## src/rtl/dsp_mac_pkg.sv

```systemverilog
// dsp_mac_pkg: shared types and helpers for the pipelined MAC.
//   PIPE_LATENCY : register stages from input launch to p / out_valid
//   side_t       : per-sample sideband that travels alongside the data
//   ext_to_acc   : sign- or zero-extend the low 'width' bits of a value
package dsp_mac_pkg;

  localparam int PIPE_LATENCY = 3;
  localparam int EXT_W        = 128;

  typedef struct packed {
    logic signed_mode;
    logic load;
    logic valid;
  } side_t;

  // Bits at and above 'width' are replaced by the sign bit (signed_mode=1)
  // or by zeros. The caller truncates the result to its own width.
  function automatic logic [EXT_W-1:0] ext_to_acc(input logic [EXT_W-1:0] value,
                                                  input int width,
                                                  input logic signed_mode);
    logic [EXT_W-1:0] keep;
    logic             sgn;
    keep = (EXT_W'(1) << width) - EXT_W'(1);
    sgn  = |(value & (EXT_W'(1) << (width - 1)));
    return (value & keep) | ({EXT_W{signed_mode & sgn}} & ~keep);
  endfunction

endpackage

```

## src/rtl/dsp_mac_pipelined_if.sv

```systemverilog
// dsp_mac_pipelined_if: sample stream into the MAC and result stream out.
//   in_valid/a/b/signed_mode/load : sample from the source (master drives)
//   out_valid/p/overflow          : accumulator result (slave drives)
interface dsp_mac_pipelined_if #(
  parameter int A_WIDTH   = 20,
  parameter int B_WIDTH   = 18,
  parameter int ACC_WIDTH = 48
);
  logic                 in_valid;
  logic [A_WIDTH-1:0]   a;
  logic [B_WIDTH-1:0]   b;
  logic                 signed_mode;
  logic                 load;
  logic                 out_valid;
  logic [ACC_WIDTH-1:0] p;
  logic                 overflow;

  modport master (output in_valid, a, b, signed_mode, load,
                  input  out_valid, p, overflow);
  modport slave  (input  in_valid, a, b, signed_mode, load,
                  output out_valid, p, overflow);
endinterface

```

## src/rtl/dsp_mac_mult_stage.sv

```systemverilog
// dsp_mac_mult_stage: S1 operand/sideband registers and S2 registered
// extended multiply.
//   clk, reset            : clock, synchronous active-high reset
//   in_valid, a, b,
//   signed_mode, load     : incoming sample
//   prod                  : S2 product, A_WIDTH+B_WIDTH bits
//   side                  : S2 sideband aligned with prod
module dsp_mac_mult_stage
  import dsp_mac_pkg::*;
#(
  parameter  int A_WIDTH = 20,
  parameter  int B_WIDTH = 18,
  localparam int PW      = A_WIDTH + B_WIDTH
) (
  input  logic               clk,
  input  logic               reset,
  input  logic               in_valid,
  input  logic [A_WIDTH-1:0] a,
  input  logic [B_WIDTH-1:0] b,
  input  logic               signed_mode,
  input  logic               load,
  output logic [PW-1:0]      prod,
  output side_t              side
);
  logic [A_WIDTH-1:0] a_d, a_q;
  logic [B_WIDTH-1:0] b_d, b_q;
  side_t              s1_d, s1_q, s2_d, s2_q;
  logic [PW-1:0]      a_ext, b_ext, prod_d, prod_q;

  // Both operands are extended to the full product width, so the low PW
  // bits of the product are correct for signed and unsigned alike.
  always_comb begin
    a_d    = a;
    b_d    = b;
    s1_d   = '{signed_mode: signed_mode, load: load, valid: in_valid};
    a_ext  = PW'(ext_to_acc(EXT_W'(a_q), A_WIDTH, s1_q.signed_mode));
    b_ext  = PW'(ext_to_acc(EXT_W'(b_q), B_WIDTH, s1_q.signed_mode));
    prod_d = a_ext * b_ext;
    s2_d   = s1_q;
  end

  always_ff @(posedge clk) begin
    if (reset) begin
      a_q    <= '0;
      b_q    <= '0;
      s1_q   <= '0;
      s2_q   <= '0;
      prod_q <= '0;
    end else begin
      a_q    <= a_d;
      b_q    <= b_d;
      s1_q   <= s1_d;
      s2_q   <= s2_d;
      prod_q <= prod_d;
    end
  end

  assign prod = prod_q;
  assign side = s2_q;
endmodule

```

## src/rtl/dsp_mac_pipelined.sv

```systemverilog
// dsp_mac_pipelined: 3-stage pipelined signed/unsigned multiply-accumulate.
//   clk, reset : clock, synchronous active-high reset
//   bus        : dsp_mac_pipelined_if.slave (sample in, accumulator out)
// Build option DSP_MAC_SAT_EN: saturating accumulate with sticky overflow;
// without it the accumulator wraps and overflow stays 0.
module dsp_mac_pipelined
  import dsp_mac_pkg::*;
#(
  parameter int A_WIDTH   = 20,
  parameter int B_WIDTH   = 18,
  parameter int ACC_WIDTH = 48
) (
  input  logic                  clk,
  input  logic                  reset,
  dsp_mac_pipelined_if.slave    bus
);
  localparam int PW = A_WIDTH + B_WIDTH;

  generate
    if (ACC_WIDTH < PW) begin : g_width_chk
      $error("ACC_WIDTH must be >= A_WIDTH+B_WIDTH");
    end
  endgenerate

  logic [PW-1:0]        prod;
  side_t                side;
  logic [ACC_WIDTH-1:0] prod_ext, sum, acc_d, acc_q;
  logic                 out_valid_d, out_valid_q;

  dsp_mac_mult_stage #(.A_WIDTH(A_WIDTH), .B_WIDTH(B_WIDTH)) u_mult (
    .clk         (clk),
    .reset       (reset),
    .in_valid    (bus.in_valid),
    .a           (bus.a),
    .b           (bus.b),
    .signed_mode (bus.signed_mode),
    .load        (bus.load),
    .prod        (prod),
    .side        (side)
  );

`ifdef DSP_MAC_SAT_EN
  logic ovf_d, ovf_q, sum_ovf;
`endif

  always_comb begin
    prod_ext    = ACC_WIDTH'(ext_to_acc(EXT_W'(prod), PW, side.signed_mode));
    sum         = acc_q + prod_ext;
    acc_d       = acc_q;
    out_valid_d = side.valid;
`ifdef DSP_MAC_SAT_EN
    ovf_d   = ovf_q;
    // Same-sign operands whose sum flips sign have left the signed range.
    sum_ovf = (acc_q[ACC_WIDTH-1] == prod_ext[ACC_WIDTH-1]) &&
              (sum[ACC_WIDTH-1]   != acc_q[ACC_WIDTH-1]);
    if (side.valid) begin
      if (side.load) begin
        acc_d = prod_ext;
        ovf_d = 1'b0;
      end else if (sum_ovf) begin
        acc_d = acc_q[ACC_WIDTH-1] ? {1'b1, {(ACC_WIDTH-1){1'b0}}}
                                   : {1'b0, {(ACC_WIDTH-1){1'b1}}};
        ovf_d = 1'b1;
      end else begin
        acc_d = sum;
      end
    end
`else
    if (side.valid) acc_d = side.load ? prod_ext : sum;
`endif
  end

  always_ff @(posedge clk) begin
    if (reset) begin
      acc_q       <= '0;
      out_valid_q <= 1'b0;
`ifdef DSP_MAC_SAT_EN
      ovf_q       <= 1'b0;
`endif
    end else begin
      acc_q       <= acc_d;
      out_valid_q <= out_valid_d;
`ifdef DSP_MAC_SAT_EN
      ovf_q       <= ovf_d;
`endif
    end
  end

  assign bus.p         = acc_q;
  assign bus.out_valid = out_valid_q;
`ifdef DSP_MAC_SAT_EN
  assign bus.overflow  = ovf_q;
`else
  assign bus.overflow  = 1'b0;
`endif
endmodule

```

## src/flat_wrapper.sv

```systemverilog
// flat-port wrapper written by rule: the top's interface ports become plain ports
module dsp_mac_pipelined_flat import dsp_mac_pkg::*;
#(
  parameter int A_WIDTH   = 20,
  parameter int B_WIDTH   = 18,
  parameter int ACC_WIDTH = 48
)
  (clk, reset, bus_in_valid, bus_a, bus_b, bus_signed_mode, bus_load, bus_out_valid, bus_p, bus_overflow);
  dsp_mac_pipelined_if #(.A_WIDTH(A_WIDTH), .B_WIDTH(B_WIDTH), .ACC_WIDTH(ACC_WIDTH)) bus_i ();
  input  logic clk;
  input  logic reset;
  input wire logic [$bits(bus_i.in_valid)-1:0] bus_in_valid;
  input wire logic [$bits(bus_i.a)-1:0] bus_a;
  input wire logic [$bits(bus_i.b)-1:0] bus_b;
  input wire logic [$bits(bus_i.signed_mode)-1:0] bus_signed_mode;
  input wire logic [$bits(bus_i.load)-1:0] bus_load;
  output wire logic [$bits(bus_i.out_valid)-1:0] bus_out_valid;
  output wire logic [$bits(bus_i.p)-1:0] bus_p;
  output wire logic [$bits(bus_i.overflow)-1:0] bus_overflow;
  assign bus_i.in_valid = bus_in_valid;
  assign bus_i.a = bus_a;
  assign bus_i.b = bus_b;
  assign bus_i.signed_mode = bus_signed_mode;
  assign bus_i.load = bus_load;
  assign bus_out_valid = bus_i.out_valid;
  assign bus_p = bus_i.p;
  assign bus_overflow = bus_i.overflow;
  dsp_mac_pipelined #(.A_WIDTH(A_WIDTH), .B_WIDTH(B_WIDTH), .ACC_WIDTH(ACC_WIDTH)) u_core (.clk(clk), .reset(reset), .bus(bus_i));
endmodule
```

## config.mk

```make
export PLATFORM = sky130hd
export DESIGN_NAME = dsp_mac_pipelined_flat
export DESIGN_NICKNAME = d
export VERILOG_FILES = /design/src/rtl/dsp_mac_pkg.sv /design/src/rtl/dsp_mac_pipelined_if.sv /design/src/rtl/dsp_mac_mult_stage.sv /design/src/rtl/dsp_mac_pipelined.sv /design/src/flat_wrapper.sv
export SDC_FILE = /design/constraint.sdc
export NUM_CORES = 2
export LEC_CHECK = 0
export ABC_AREA = 1
export BUFFER_PORTS_ARGS = -buffer_cell sky130_fd_sc_hd__buf_2
export CORE_ASPECT_RATIO = 0.9
export CORE_UTILIZATION = 55
export CTS_BUF_LIST = sky130_fd_sc_hd__clkbuf_4
export DETAILED_ROUTE_END_ITERATION = 12
export PLACE_DENSITY = 0.72
export SLEW_MARGIN = 5
export SYNTH_ARGS = -nofsm -noshare
export SYNTH_HDL_FRONTEND = slang
export SYNTH_SLANG_ARGS = --single-unit
```

## constraint.sdc

```tcl
create_clock -name clk -period 8.18 [get_ports clk]
set_clock_uncertainty 0.2 [all_clocks]
set_input_delay 0.818 -clock clk [delete_from_list [all_inputs] [get_ports clk]]
set_output_delay 0.818 -clock clk [all_outputs]
set_load 0.005 [all_outputs]
```

==> metrics <==
WP data arrival around 8 ns; asr flop ratio synth 0%; dpl hpwl around 64000 um; Slew @ Worst Pin around 1.2 ns; count of cell types in the netlist between 40 and 50; Final Cycle Share a little over nine tenths; Post-Synth Simple-Gate Area between 20% and 30%; Hold Path Class in2reg; Leak between 15 and 20 nW; CTS tree built; routed len/inst about 16 um; WL final 74500 um; CP required 8.55 ns; critical path peak fanout 18; setup_tns 0 ns; Worst setup EP type flip-flop; postcts setup bufs 0; f_max 128 MHz; DP Worst Slack between 0.3 and 0.4 ns; Final Hold Fails 0; core area around 50000 um2; Die ar. about 50000 um2; CTS Buf Count 17; P&R area growth vs syn 5.81%; Non-Filler Instances between 4000 and 5000; DRC Markers 0; Yosys reg bits around 130; I/O pin count 93; Antenna Nets Post-Route 0; Setup crit start u_core.u_mult.s1_q[2]; min-delay src bus_a[17]; Inst Count DP 4516; total gr overflow 0; share of layout cells above drive strength 1 under 10%; Mapped Area 27300 um2; R2R depth 25; Synth Area in XOR/XNOR less than 1%; setup slack, reg-to-reg between 0.3 and 0.4 ns; Final Net Count 4647; worst r2r src u_core.u_mult.s1_q[2]; PostCTS Resize Cnt 0; RePlAce Congestion between 0.9 and 1; crit path launch type flip-flop; clk_lat worst skew slightly above 0.7 ns; number of hold buffers added after CTS 0; status finished, final reports clean; first-pass GRT wire length 121000 um; H-tree depth 4; most frequent CP cell fa_1; max cap viols 0; Max-slew headroom 21.4%; clk buf depth 2; Top FF cell, synth dfxtp_1; CTS clk-pin slew, worst paths 0.21 ns; filler instances 4666; fin worst setup slack between 0.3 and 0.4 ns; largest net degree at the start of global routing 69; GRT Resource Usage Total a little under a third; largest family of logic cells by synthesized area adder cells; Slew Limit Fails 0; Setup CP Type reg2reg; Pre-Repair DR Iteration Count 5; number of global-route vias before repair 23080; via count 22953; slowest cell on the critical path fa_1; vias per cell 5.05; Die Wd ~240 um; pwr dens between 100 and 150 nW/um2; DRT iter0 DRCs approximately 1700; hold path depth 3; mux share of post-synthesis cell area 0%; compound-gate portion of the synthesized area ~5.8%; row count just under 80; clk root buf clkbuf_4; final setup fails 0; Hold Path Sink u_core.u_mult.a_q[17]; sequential cell area fraction in the yosys report 9.59%; reg-to-reg critical path endpoint u_core.u_mult.prod[37]; initial antenna violation count 1; Post-Synthesis Cells ~3800; final worst path period need 7.84 ns; Worst VDD drop approximately 0.00016 V; EDFF count, synth 0; Syn Area/Cell between 7 and 8 um2; RSZ-0062 raised after global routing false; Adder-Cell Fraction of Synth Area between 40% and 50%; max incr delay on CP 0.83 ns; die height around 210 um; Post-Syn Nets between 4000 and 5000; IO Port Bufs just over 90; initial cell density of the core between 50% and 60%; Warnings, synthesis 0; clk sink count between 100 and 150
## placed cells by master, fill, tap and decap left out, types with 8 or more instances in the layout
master / Yosys / routed
a21o_1: 9 / 9
a21oi_1: 161 / 161
a31oi_1: 8 / 8
buf_2: 4 / 90
buf_4: 5 / 62
clkbuf_4: 0 / 19
dfxtp_1: 131 / 131
fa_1: 489 / 489
ha_1: 212 / 212
inv_1: 1168 / 1167
nand2_1: 920 / 920
nand2_2: 10 / 10
nand3_1: 114 / 114
nand4_1: 20 / 20
nor2_1: 304 / 304
nor2_2: 8 / 8
nor3_1: 15 / 15
o211ai_1: 8 / 8
o21ai_0: 79 / 79
o21bai_1: 10 / 10
xnor2_1: 14 / 14
xor2_1: 11 / 11
## critical path, delay by kind of cell (launching register included)
family,cells,cell delay (ns)
flip-flops,1,0.53
buffers and inverters,7,0.82
AND/OR/NAND/NOR,9,1.41
adder cells (fa/ha/maj),9,4.76
## synthesized netlist by cell type, types with 14 or more instances
cell type	number	area share, %
nor3_1	15	0.27
fa_1	489	36
nor2_1	304	4.2
nand2_1	920	13
nand3_1	114	2.1
ha_1	212	9.7
a21oi_1	161	2.9
xnor2_1	14	0.45
inv_1	1168	16
buf_1	14	0.19
dfxtp_1	131	9.6
nand4_1	20	0.46
o21ai_0	79	1.4
clkbuf_1	88	1.2
## power by group
| part | leakage [nW] | switching [mW] | internal [mW] |
|---|---|---|---|
| Combinational | 16.0 | 1.51 | 0.835 |
| Clock | 0.162 | 0.307 | 0.224 |
| Sequential | 1.08 | 0.0987 | 0.729 |
| Total | 17.3 | 1.92 | 1.79 |
## area by class of cell
type / instances / area, um2 / share of cell area, %
clock inverter: 13 / 176 / 0.610
antenna: 1 / 2.50 / 0.00865
multi-input combinational: 2430 / 19900 / 68.7
clock buffer: 19 / 143 / 0.493
tap: 632 / 791 / 2.73
timing repair buffer: 152 / 916 / 3.17
sequential: 131 / 2620 / 9.07
inverter: 1171 / 4400 / 15.2
## registers in the layout (all words and copies together), names as in the netlist
name                  cells
u_core.u_mult.s1_q        3
u_core.u_mult.b_q        18
u_core.bus.out_valid      1
u_core.u_mult.a_q        20
u_core.u_mult.prod       38
u_core.bus.p             48
u_core.u_mult.side        3
## how the worst max path moves through the flow
| stage | end | slack (ns) | cells past startpoint |
|---|---|---|---|
| floorplan | u_core.u_mult.prod[37] | 0.99 | 26 |
| CTS | u_core.u_mult.prod[37] | 0.33 | 25 |
| detailed placement | u_core.u_mult.prod[37] | 0.39 | 25 |
| global route | u_core.u_mult.prod[37] | 0.04 | 30 |
| finish | u_core.u_mult.prod[37] | 0.34 | 25 |
| global placement | u_core.u_mult.prod[37] | 0.46 | 25 |
## stage by stage
| stage | instance area, um2 | hold slack [ns] | utilization, % | power, mW |
|---|---|---|---|---|
| floorplan | 27300 | 0.188 | - | 2.53 |
| global placement | 28600 | 0.192 | 58.2 | 3.13 |
| detailed placement | 28600 | 0.197 | 58.2 | 3.17 |
| CTS | 28900 | 0.0323 | 58.9 | 3.70 |
| global route | 28900 | 0.0566 | 58.9 | 4.12 |
| finish | 28900 | 0.0677 | 58.9 | 3.70 |
## kinds of logic (layout without fill, tap and decap cells)
logic type / count (synthesis) / count (layout)
DFF: 131 / 131
adders and majority gates: 701 / 701
and+or+nand+nor: 1409 / 1409
buffers and inverters: 1282 / 1355
AOI/OAI and AO/OA: 294 / 294
xor gates and xnor gates: 25 / 25
other: 1 / 2
## per-layer routing
metal	up-vias	global-route usage (%)	wire (um)
met4	2	11.8	2780
met5	-	0	82
met2	738	53.0	34700
met1	10937	40.9	32600
li1	11143	-	-
met3	133	3.87	4420
Note: power is estimated with default switching activity, not from simulation.
